<file path="src/rtl/pad_pkg.sv">
// Shared button bit positions and command codes used by the gamepad
// command queue and by anything that consumes its commands.
package pad_pkg;

  localparam int BTN_UP    = 0;
  localparam int BTN_DOWN  = 1;
  localparam int BTN_LEFT  = 2;
  localparam int BTN_RIGHT = 3;
  localparam int BTN_B     = 4;
  localparam int BTN_C     = 5;
  localparam int BTN_A     = 6;
  localparam int BTN_START = 7;
  localparam int BTN_Z     = 8;
  localparam int BTN_Y     = 9;
  localparam int BTN_X     = 10;
  localparam int BTN_MODE  = 11;

  typedef logic [2:0] cmd_t;

  localparam cmd_t CMD_NONE   = 3'd0;
  localparam cmd_t CMD_UP     = 3'd1;
  localparam cmd_t CMD_DOWN   = 3'd2;
  localparam cmd_t CMD_LEFT   = 3'd3;
  localparam cmd_t CMD_RIGHT  = 3'd4;
  localparam cmd_t CMD_ACTION = 3'd5;
  localparam cmd_t CMD_MODE   = 3'd6;
  localparam cmd_t CMD_START  = 3'd7;

endpackage

</file>
<file path="src/rtl/pad_cmd_queue_if.sv">
// Command stream from the pad queue (master) to the world FSM (slave).
interface pad_cmd_queue_if;
  import pad_pkg::*;

  // A command transfers on every clock edge where cmd_valid & cmd_ready.
  // cmd_code is stable while cmd_valid is high and not yet accepted;
  // cmd_ready may be asserted freely and is ignored while cmd_valid is low.
  logic cmd_valid;
  cmd_t cmd_code;
  logic cmd_ready;

  modport master (output cmd_valid, output cmd_code, input cmd_ready);
  modport slave  (input cmd_valid, input cmd_code, output cmd_ready);

endinterface

</file>
<file path="src/rtl/cmd_fifo.sv">
// Small synchronous FIFO; head shows the oldest entry, or zero when empty.
module cmd_fifo #(
    parameter int DEPTH = 4,
    parameter int WIDTH = 3
) (
    input  logic             clk,
    input  logic             rst,
    input  logic             push,
    input  logic [WIDTH-1:0] push_data,
    input  logic             pop,
    output logic             full,
    output logic             empty,
    output logic [WIDTH-1:0] head
);

    localparam int AW = $clog2(DEPTH);

    logic [AW:0]      wr_ptr, rd_ptr;
    logic [WIDTH-1:0] mem [DEPTH];
    logic             do_push, do_pop;

    // The extra pointer bit separates full (bits differ) from empty (equal).
    assign empty   = (wr_ptr == rd_ptr);
    assign full    = (wr_ptr[AW] != rd_ptr[AW]) && (wr_ptr[AW-1:0] == rd_ptr[AW-1:0]);
    assign do_pop  = pop && !empty;
    assign do_push = push && (!full || do_pop);
    assign head    = empty ? '0 : mem[rd_ptr[AW-1:0]];

    always_ff @(posedge clk) begin
        if (rst) begin
            wr_ptr <= '0;
            rd_ptr <= '0;
        end else begin
            if (do_push) wr_ptr <= wr_ptr + 1'b1;
            if (do_pop)  rd_ptr <= rd_ptr + 1'b1;
        end
    end

    always_ff @(posedge clk) begin
        if (do_push) mem[wr_ptr[AW-1:0]] <= push_data;
    end

endmodule

</file>
<file path="src/rtl/pad_cmd_queue.sv">
// Debounces gamepad buttons per VGA frame and queues move/action commands.
// Define PAD_AUTOREPEAT_EN to build direction auto-repeat.
module pad_cmd_queue
    import pad_pkg::*;
#(
    parameter int DEBOUNCE_FRAMES = 2,
    parameter int REPEAT_DELAY    = 20,
    parameter int REPEAT_RATE     = 6,
    parameter int FIFO_DEPTH      = 4
) (
    input  logic              clock_50,
    input  logic              reset,
    input  logic              vga_vs,
    input  logic [11:0]       buttons,
    output logic [11:0]       held,
    pad_cmd_queue_if.master   cmd,
    output logic              overflow
);

    localparam logic [2:0] DEB = 3'(DEBOUNCE_FRAMES);

    logic       vs_q, tick, tick_d;
    logic [7:0] held_prev;
    logic [2:0] cnt [12];
    logic [7:0] press;
    logic [3:0] dir_ev;
    cmd_t       push_code;
    logic       push, pop, full, empty;

    assign tick = vs_q & ~vga_vs;

    always_ff @(posedge clock_50) begin
        if (reset) begin
            vs_q      <= 1'b0;
            tick_d    <= 1'b0;
            held      <= '0;
            held_prev <= '0;
            for (int i = 0; i < 12; i++) cnt[i] <= '0;
        end else begin
            vs_q   <= vga_vs;
            tick_d <= tick;
            if (tick) begin
                held_prev <= held[7:0];
                for (int i = 0; i < 12; i++) begin
                    if (buttons[i] != held[i]) begin
                        if (cnt[i] + 3'd1 == DEB) begin
                            held[i] <= ~held[i];
                            cnt[i]  <= '0;
                        end else begin
                            cnt[i] <= cnt[i] + 3'd1;
                        end
                    end else begin
                        cnt[i] <= '0;
                    end
                end
            end
        end
    end

    // Buttons above start never produce commands, so only the low byte is edge-detected.
    assign press = held[7:0] & ~held_prev;

`ifdef PAD_AUTOREPEAT_EN
    localparam int RW = $clog2(REPEAT_DELAY + REPEAT_RATE + 1);
    localparam logic [RW-1:0] R_DELAY = RW'(REPEAT_DELAY);
    localparam logic [RW-1:0] R_WRAP  = RW'(REPEAT_DELAY + REPEAT_RATE);

    logic          act_on;
    logic [1:0]    act_dir, new_dir;
    logic [RW-1:0] rep_cnt, rep_nxt;
    logic          rep_hit;

    // After the first repeat the counter folds back to the delay value, so
    // every later repeat lands REPEAT_RATE ticks apart without a modulo.
    always_comb begin
        new_dir = 2'd0;
        for (int i = 3; i >= 0; i--) if (press[i]) new_dir = 2'(i);
        rep_nxt = rep_cnt + RW'(1);
        rep_hit = act_on && held[act_dir] && (press[3:0] == 4'd0) &&
                  ((rep_nxt == R_DELAY) || (rep_nxt == R_WRAP));
        dir_ev  = press[3:0];
        if (rep_hit) dir_ev[act_dir] = 1'b1;
    end

    always_ff @(posedge clock_50) begin
        if (reset) begin
            act_on  <= 1'b0;
            act_dir <= 2'd0;
            rep_cnt <= '0;
        end else if (tick_d) begin
            if (press[3:0] != 4'd0) begin
                act_on  <= 1'b1;
                act_dir <= new_dir;
                rep_cnt <= '0;
            end else if (act_on && held[act_dir]) begin
                rep_cnt <= (rep_nxt == R_WRAP) ? R_DELAY : rep_nxt;
            end else begin
                act_on <= 1'b0;
            end
        end
    end
`else
    assign dir_ev = press[3:0];
`endif

    always_comb begin
        push_code = CMD_NONE;
        if      (dir_ev[BTN_UP])                   push_code = CMD_UP;
        else if (dir_ev[BTN_DOWN])                 push_code = CMD_DOWN;
        else if (dir_ev[BTN_LEFT])                 push_code = CMD_LEFT;
        else if (dir_ev[BTN_RIGHT])                push_code = CMD_RIGHT;
        else if (press[BTN_A] || press[BTN_C])     push_code = CMD_ACTION;
        else if (press[BTN_B])                     push_code = CMD_MODE;
        else if (press[BTN_START])                 push_code = CMD_START;
    end

    assign push = tick_d && (push_code != CMD_NONE);
    assign pop  = !empty && cmd.cmd_ready;

    cmd_fifo #(.DEPTH(FIFO_DEPTH), .WIDTH(3)) u_fifo (
        .clk       (clock_50),
        .rst       (reset),
        .push      (push),
        .push_data (push_code),
        .pop       (pop),
        .full      (full),
        .empty     (empty),
        .head      (cmd.cmd_code)
    );

    assign cmd.cmd_valid = !empty;

    always_ff @(posedge clock_50) begin
        if (reset) overflow <= 1'b0;
        else if (push && full && !pop) overflow <= 1'b1;
    end

endmodule

</file>
<file path="src/flat_wrapper.sv">
// flat-port wrapper written by rule: the top's interface ports become plain ports
module pad_cmd_queue_flat import pad_pkg::*;
#(
    parameter int DEBOUNCE_FRAMES = 2,
    parameter int REPEAT_DELAY    = 20,
    parameter int REPEAT_RATE     = 6,
    parameter int FIFO_DEPTH      = 4
)
  (clock_50, reset, vga_vs, buttons, held, overflow, cmd_cmd_valid, cmd_cmd_code, cmd_cmd_ready);
  pad_cmd_queue_if cmd_i ();
  input  logic clock_50;
  input  logic reset;
  input  logic vga_vs;
  input  logic [11:0] buttons;
  output logic [11:0] held;
  output logic overflow;
  output wire logic [$bits(cmd_i.cmd_valid)-1:0] cmd_cmd_valid;
  output wire logic [$bits(cmd_i.cmd_code)-1:0] cmd_cmd_code;
  input wire logic [$bits(cmd_i.cmd_ready)-1:0] cmd_cmd_ready;
  assign cmd_cmd_valid = cmd_i.cmd_valid;
  assign cmd_cmd_code = cmd_i.cmd_code;
  assign cmd_i.cmd_ready = cmd_cmd_ready;
  pad_cmd_queue #(.DEBOUNCE_FRAMES(DEBOUNCE_FRAMES), .REPEAT_DELAY(REPEAT_DELAY), .REPEAT_RATE(REPEAT_RATE), .FIFO_DEPTH(FIFO_DEPTH)) u_core (.clock_50(clock_50), .reset(reset), .vga_vs(vga_vs), .buttons(buttons), .held(held), .cmd(cmd_i), .overflow(overflow));
endmodule
</file>
<file path="config.mk">
export PLATFORM = sky130hd
export DESIGN_NAME = pad_cmd_queue_flat
export DESIGN_NICKNAME = d
export VERILOG_FILES = /design/src/rtl/pad_pkg.sv /design/src/rtl/pad_cmd_queue_if.sv /design/src/rtl/cmd_fifo.sv /design/src/rtl/pad_cmd_queue.sv /design/src/flat_wrapper.sv
export SDC_FILE = /design/constraint.sdc
export NUM_CORES = 1
export LEC_CHECK = 0
export ABC_AREA = 0
export CORE_MARGIN = 4
export CORE_UTILIZATION = 35
export CTS_BUF_LIST = sky130_fd_sc_hd__clkbuf_4 sky130_fd_sc_hd__clkbuf_8
export DETAILED_ROUTE_END_ITERATION = 10
export GPL_TIMING_DRIVEN = 0
export SLEW_MARGIN = 30
export SYNTH_ARGS = -nofsm -noshare
export SYNTH_HDL_FRONTEND = slang
export SYNTH_SLANG_ARGS = --single-unit
</file>
<file path="constraint.sdc">
create_clock -name clock_50 -period 5.11 [get_ports clock_50]
set_clock_uncertainty 0.05 [all_clocks]
set_input_delay 1.2775 -clock clock_50 [delete_from_list [all_inputs] [get_ports clock_50]]
set_output_delay 1.2775 -clock clock_50 [all_outputs]
set_load 0.03 [all_outputs]
</file>
== After elaboration in Yosys (flattened, before gate mapping) ==
Memory sizes are Yosys's and may differ from the RTL's. A register that Yosys moved wholly into a read port is not among the register bits.
Cells that the tools add are included.

* Register bits: 29
* Bits in writable memories: 48
* Input bits: 16
* Output and inout port bits: 17
* Logic and storage cells: 356
* Memories kept: 2

{| class="wikitable"
|+ Memory list
! memory !! depth !! bits a word !! read ports !! clocked after memory_dff !! write ports !! RTL line !! text
|-
| u_core.cnt || 12 || 3 || 12 || 0 || 12 || pad_cmd_queue.sv:24 || <nowiki>logic [2:0] cnt [12];</nowiki>
|-
| u_core.u_fifo.mem || 4 || 3 || 1 || 1 || 1 || cmd_fifo.sv:19 || <nowiki>logic [WIDTH-1:0] mem [DEPTH];</nowiki>
|}

* Add/sub/neg operators: 14
* Equal/unequal tests: 27
* Multiplexer cells: 218
* Bitwise gates (word level): 52
* Reduce and logical (&&, ||, !) cells: 25

{| class="wikitable"
|+ Operators with widths
! kind !! number
|-
| 2-to-1 mux 1 bit || 172
|-
| 2-to-1 mux 3 bit || 44
|-
| adder 3 x 1 -> 3 bit (second input constant) || 14
|-
| == test 3 x 2 -> 1 bit (second input constant) || 12
|-
| OR 1 bit || 36
|-
| AND reduction 3 bit || 12
|-
| inequality test 1 bit || 13
|-
| NOT 1 bit || 13
|-
| AND 8 bit || 1
|-
| NOT 8 bit || 1
|-
| logical AND 1 bit || 7
|-
| 2-to-1 mux 2 bit || 2
|-
| == test 3 bit || 1
|-
| zero test 1 bit || 3
|-
| nonzero test 3 bit || 1
|-
| == test 2 bit || 1
|-
| logical OR 1 bit || 2
|-
| AND 1 bit || 1
|}

== Longest topological paths before layout ==
Gate-level depths: netlist of the first run.

* Word-level depth: 14
* Depth in mapped cells: 7
* Mapped depth without buffers: 6

== Hierarchy ==
From an unflattened synthesis of the first run, not the netlist that was laid out.

* Cells, all modules: 349
* Area total of the unflattened synthesis: 3912.5 µm²

{| class="wikitable"
|+ Modules (own cells, without submodules)
! module !! instances !! cells each !! area an instance (µm²) !! sequential area each (µm²)
|-
| pad_cmd_queue || 1 || 277 || 2962.8 || 1541.5
|-
| cmd_fifo || 1 || 72 || 949.7 || 520.5
|}

== Least setup slack after synthesis of the first run ==
Ideal clock, no wire load.

* Kind: in2reg
* Start: input reset
* End: memory u_core.cnt[0][0], enable pin
* Setup time: 395 ps
* Data arrival time: 2616 ps
* Required time: 4665 ps
* Path slack: 2048 ps
* Stages: 3
* Buffers on the path: 2
* Cells stage by stage: clkbuf_1 clkbuf_1 nand2b_1

{| class="wikitable"
|+ RTL lines
! element !! RTL line !! text
|-
| start, declared || flat_wrapper.sv:12 || <nowiki>input logic reset;</nowiki>
|-
| end, declared || pad_cmd_queue.sv:24 ||
|}

==> impl_results.md, run 1 <==
- CP max stage delay: 580 ps
- Kind of cell adding the most delay to the critical path: buffers and inverters
- Root buffer cell: clkbuf_8
- Vias in the first global route: 2464
- Synth cell types: 37
- CP required: 3780 ps
- Starting DRC count in detailed routing: 85
- Longest Clk Path Bufs: 2
- Io pins: 33
- Wirelength per Cell: 12.9 um
- # hold bufs at CTS: 0
- Clock-pin slew on the worst setup and hold paths: 80 ps
- Setup Crit Path Kind: flip-flop to output pin
- Switch share: 0.232
- Gr usage total: 0.118
- Clock power frac: 0.342
- WHS Path Cells: 2
- # setup viols final: 0
- Pwr dens: 264 nW/um^2
- Worst path cell trace: mux4_2, and2_1, clkdlybuf4s50_1
- Sink Count: 79
- Slowest cell on the critical path: clkdlybuf4s50_1
- First-pass GRT wire length: 11800 um
- Critical R2R Launch: u_core.held[4]
- Latest clock arrival within the worst-skew pair: 350 ps
- WHS: 405 ps
- HP Start: u_core.held_prev[5]
- Worst Hold End: u_core.held_prev[5]
- Vias per std cell: 4.60
- Final WL: 6870 um
- Share of cells above drive strength 1: 0.0818
- Crit path max fanout: 3
- Ant. Diodes: 0
- Layout area overhead: 17.8%
- Core footprint: 10800 um^2
- Pin count of the biggest net entering global routing: 20
- Synth area leaders: edfxtp_1 (37%), dfxtp_1 (16%), ha_1 (9.4%)
- Maximum clock frequency: 297 MHz
- Final Max Tran Viols: 0
- Comb pwr share: 0.072
- Post-Route Setup TNS: 0 ps
- Met1 wire length: 3140 um
- Post-DP HPWL: 5100 um
- Leak pwr: 1.82 nW
- Asr flop ratio synth: 0
- Number of synthesized flops with an enable pin: 48
- Routed vias: 2440
- Die Area: 12800 um^2
- Startpoint Class: flip-flop
- Worst setup EP type: output pin
- Reg2Reg Depth: 5
- I/O Buffers: 31
- Highest routed metal layer: met4
- Arr. time, crit path: 2040 ps
- Gate Count Post-Synth: 343
- Top-count cell post-synth: nor2_1
- Part of the Yosys area used for sequential elements: 0.535
- Final Hold Viols: 0
- DRC viols: 0
- Net count, final: 431
- Setup repair bufs after CTS: 0
- Final worst path period need: 3370 ps
- Post-layout total power: 1.20 mW
- Number of antenna violations at the first check in global routing: 0
- R2R Path End: u_core.u_fifo.wr_ptr[2]
- Global route total overflow: 0
- Syn nets: 388
- Max-cap viol count: 0
- Die width: 113 um
- Synth Warn #: 0
- H-tree Lvls: 3
- Post_cts resized: 0
- Setup slack, reg-to-reg: 3250 ps
- Mapped cell area: 3850 um^2
- Detailed Routing Iterations Pass 1: 4
- Met3 routed WL: 281 um
- Placed inst area: 4370 um^2
- Switching Power: 278 uW
- Max-slew headroom at the worst pin: 0.552
- CTS tree: done
- Die Ht: 113 um
- Area leader, netlist: edfxtp_1
- Synthesis-stage register bit count: 79
- Synth top area share: 0.374
- Tcrit/Tclk final: 0.660
- Site Rows: 38
- Syn avg cell area: 11.2 um^2
- DRT antenna net count: 0
- Actual slew at the worst max-slew pin: 671 ps
- Unrepaired setup endpoints after global routing: false
- Flop pwr share: 0.586
- Pint: 921 uW
- Cell area after layout: 4540 um^2
- Final GP Congestion: 0.707
- Met2 WL post-DR: 3310 um
- Outcome: finished clean
- WP buf/inv: 1
- Num CTS Buffers: 9
- Primary FF master, synth: edfxtp_1
- HP Class: flip-flop to flip-flop
- Synth cell count leaders: nor2_1 (55), edfxtp_1 (48), dfxtp_1 (31), nand2_1 (31), ha_1 (29)
- Starting Density: 0.357
- VDD IR-drop max: 141 uV
## placed cells by master, fill, tap and decap left out, types with 2 or more instances in the layout
master and instances:
ha_1 29, nor3_1 2, mux4_2 3, clkdlybuf4s50_1 31
clkbuf_1 7, clkbuf_4 3, nor2_1 55, nor2b_1 4
a21o_1 11, and2_1 6, nand2b_2 3, nand3_1 15
nand2b_1 10, mux2i_1 13, xnor2_1 15, xor2_1 14
clkinv_2 2, inv_1 18, dfxtp_1 31, clkbuf_8 9
a21oi_1 10, nand2_1 31, edfxtp_1 48
## state kept, by name (all words and copies together), names as in the netlist, named ones only
register and cells:
u_core.u_fifo.mem 12, u_core.held_prev 8, u_core.u_fifo.rd_ptr 3, u_core.overflow 1, u_core.held 12, u_core.u_fifo.wr_ptr 3, u_core.tick_d 1, u_core.cnt 36
u_core.vs_q 1
## cells by family after synthesis
logic type	share of synthesized area
AND/OR/NAND/NOR	0.158
flip-flops	0.535
AO/OA/AOI/OAI	0.0623
XOR/XNOR	0.0659
adder cells (fa/ha/maj)	0.0942
buffers and inverters	0.0266
multiplexers	0.0581
## worst max-delay path by stage
stage / endpoint / slack (ps) / cells after the start
detailed placement: u_core.cnt[0][1] / 1820 / 5
floorplan: u_core.cnt[0][0] / 2050 / 3
global placement: u_core.cnt[0][1] / 1230 / 4
finish: cmd_cmd_code[1] / 1740 / 3
global route: cmd_cmd_code[2] / 1620 / 3
CTS: cmd_cmd_code[1] / 1690 / 3
## cell type report
| cell class | instances | area, um^2 |
|---|---|---|
| fill | 1043 | 6250 |
| tap | 140 | 175 |
| clock inverter | 4 | 22.5 |
| multi-input combinational | 237 | 1690 |
| timing repair buffer | 32 | 338 |
| buffer | 8 | 31.3 |
| clock buffer | 12 | 146 |
| inverter | 19 | 71.3 |
| sequential | 79 | 2060 |
## through the flow
step	cells	worst slack, ps	util
floorplan	343	2050	-
global placement	514	1230	0.402
detailed placement	515	1820	0.405
CTS	531	1690	0.420
global route	531	1620	0.420
finish	531	1740	0.420
## power groups by stage
stage / registers (mW) / clock network, mW / logic (mW)
3_5_place_dp: 0.717 / 0 / 0.0880
6_report: 0.702 / 0.410 / 0.0863
3_3_place_gp: 0.717 / 0 / 0.0821
2_1_floorplan: 0.716 / 0 / 0.0517
5_1_grt: 0.705 / 0.458 / 0.0981
4_1_cts: 0.702 / 0.427 / 0.0886
## per-layer routing
layer	global-route usage	vias up
met2	0.194	43
met4	0.0521	0
met5	0	-
met3	0.0289	11
met1	0.147	1139
li1	-	1247
## worst register-to-register path, cell delays in order, from the launching register on
cell and delay (ps):
dfxtp_1 430, nor2b_4 210, nand2b_4 160, o31ai_4 90
a211oi_2 430, mux2_1 360
Note: power is estimated with default switching activity, not from simulation.
==> inputs of run 2 (changes only) <==
Clock period 5.11 ns to 3.55 ns, I/O delays scaled along.
==> results of run 2 <==
The final DEF is identical to that of run 1. Status: finished clean.
Among the figures that moved: setup slack after placement 1820 ps -> 646 ps; setup slack after layout 1740 ps -> 568 ps; register-to-register setup slack 3250 ps -> 1690 ps; total power 1.20 mW -> 1.73 mW; worst IR drop on VDD 141 uV -> 203 uV
==> inputs of run 3 (changes only) <==
Clock period 3.55 ns to 2.88 ns, I/O delays scaled along.
==> run 3 against run 2 <==
Setup slack worse by 340 ps; via count hardly changed; count of clock-buffer cells in the layout stayed put; clock power up 23%; combinational power is 23% higher; critical endpoint is now cmd_cmd_valid.
==> impl_results.md, run 3 (synthesized netlist as in run 1, its figures left out) <==
- Vias in the first global route: 2464 (unchanged)
- HP Class: flip-flop to flip-flop
- Post-Route Setup TNS: 0 ps (unchanged)
- Pin count of the biggest net entering global routing: 20 (unchanged)
- Ant. Diodes: 0 (unchanged)
- Most frequent cells in the layout: nor2_1 (55), edfxtp_1 (48), nand2_1 (31), dfxtp_1 (31), ha_1 (29)
- CTS tree: done
- Vias per std cell: 4.60 (about the same)
- Maximum clock frequency: 377 MHz
- Starting DRC count in detailed routing: 79 (-7.1%)
- Setup repair bufs after CTS: 0 (unchanged)
- Wirelength per Cell: 12.9 um (about the same)
- Global route total overflow: 0 (unchanged)
- Final WL: 6870 um (about the same)
- I/O Buffers: 31 (unchanged)
- Slowest cell on the critical path: clkdlybuf4s50_1
- Core footprint: 10800 um^2 (unchanged)
- Worst setup EP type: output pin
- Final GP Congestion: 0.707 (unchanged)
- Placed inst area: 4370 um^2 (unchanged)
- WP buf/inv: 1 (unchanged)
- Actual slew at the worst max-slew pin: 671 ps (-0.0365 ps)
- # fillers: 1042 (-0.096%)
- Tcrit/Tclk final: 0.920
- First-pass GRT wire length: 11800 um (unchanged)
- Net count, final: 431 (unchanged)
- CP required: 2110 ps
- Die Ht: 113 um (unchanged)
- Gr usage total: 0.118 (unchanged)
- Startpoint Class: flip-flop
- Unrepaired setup endpoints after global routing: false
- DRT antenna net count: 0 (unchanged)
- Number of antenna violations at the first check in global routing: 0 (unchanged)
- Crit path max fanout: 7 (+4)
- Placed cells: 515 (unchanged)
- Routed vias: 2441 (+0.041%)
- Die Area: 12800 um^2 (unchanged)
- DRC viols: 0 (unchanged)
- Worst path cell trace: xor2_1, nand3b_1, clkdlybuf4s50_1
- Storage cell area: 2060 um^2 (unchanged)
- Max-slew headroom at the worst pin: 0.552 (about the same)
- Sink Count: 79 (unchanged)
- Commonest non-fill, non-tap cell in the layout: nor2_1
- Final worst path period need: 2650 ps
- Flip-flop count of the largest register after layout: 36 (unchanged)
- Arr. time, crit path: 1880 ps (-160 ps)
- Detailed Routing Iterations Pass 1: 4 (unchanged)
- H-tree Lvls: 3 (unchanged)
- Post-layout total power: 2.13 mW
- Pwr dens: 468 nW/um^2
- Leak pwr: 1.87 nW (+3.1%)
- Area occupied by multi-input gates: 1690 um^2 (unchanged)
- Setup Crit Path Kind: flip-flop to output pin
- Final Hold Viols: 0 (unchanged)
- # setup viols final: 0 (unchanged)
- Latest clock arrival within the worst-skew pair: 350 ps (about the same)
- CP max stage delay: 730 ps (+150 ps)
- Num CTS Buffers: 9 (unchanged)
- Clock-pin slew on the worst setup and hold paths: 80 ps (about the same)
- Final Non-Filler Cells: 531 (unchanged)
- Outcome: finished clean
- Layout area overhead: 18.0%
- Top reg by flops: u_core.cnt
- Root buffer cell: clkbuf_8
- VDD IR-drop max: 250 uV
- Io pins: 33 (unchanged)
- Starting Density: 0.357 (unchanged)
- Die width: 113 um (unchanged)
- Kind of cell adding the most delay to the critical path: buffers and inverters
- Cell area after layout: 4550 um^2 (+0.17%)
- Final Max Tran Viols: 0 (unchanged)
- Site Rows: 38 (unchanged)
- Post-DP HPWL: 5100 um (unchanged)
- Max-cap viol count: 0 (unchanged)
- Longest Clk Path Bufs: 2 (unchanged)
- Share of cells above drive strength 1: 0.0818 (unchanged)
## run 3: cell types whose count changed in the layout (fill, tap and decap cells not counted)
cell,previous run,this run
clkdlybuf4s50_1,31,28
dlymetal6s2s_1,0,3
## run 3: final timing paths
| path | from | endpoint | slack [ps] | cells after the start |
|---|---|---|---|---|
| max | u_core.u_fifo.rd_ptr[2] | cmd_cmd_valid | 230 | 3 |
| min | u_core.held_prev[5] | u_core.held_prev[5] | 400 | 2 |
| max reg2reg | u_core.held[4] | u_core.u_fifo.wr_ptr[2] | 1010 | 5 |
| min reg2reg | u_core.held_prev[5] | u_core.held_prev[5] | 400 | 2 |
## run 3: where the power goes
group          leakage (nW)  internal [mW]  switching, mW
clock                0.0924          0.340          0.388
sequential            0.733           1.23         0.0192
combinational          1.05         0.0669         0.0861
## run 3: through the flow
stage	hold slack, ps	setup slack, ps	util
3_3_place_gp	386	-446	0.402
2_1_floorplan	381	376	-
6_report	404	229	0.421
3_5_place_dp	394	143	0.405
5_1_grt	437	115	0.421
4_1_cts	405	15.4	0.420
## run 3: final cells by class
type                       count  area share
timing repair buffer          32      0.0760
inverter                      19      0.0157
buffer                         8     0.00688
multi-input combinational    237       0.372
tap                          140      0.0385
clock inverter                 4     0.00495
sequential                    79       0.454
clock buffer                  12      0.0322
## run 3: timing repair
action,in CTS,in global routing
hold buffers,0,0
endpoints found under the setup margin,0,3
gates resized for setup,0,3
## run 3: routing by layer
| metal | share of wire | track usage | wire, um |
|---|---|---|---|
| met3 | 0.040 | 0.0289 | 273 |
| met1 | 0.46 | 0.147 | 3150 |
| met2 | 0.48 | 0.194 | 3300 |
| met5 | 0 | 0 | 0 |
| met4 | 0.020 | 0.0521 | 138 |
## run 3: worst min-delay path: stages, from the launching register on
cell and delay (ps):
dfxtp_1 310, nand2_1 50, a21oi_1 50
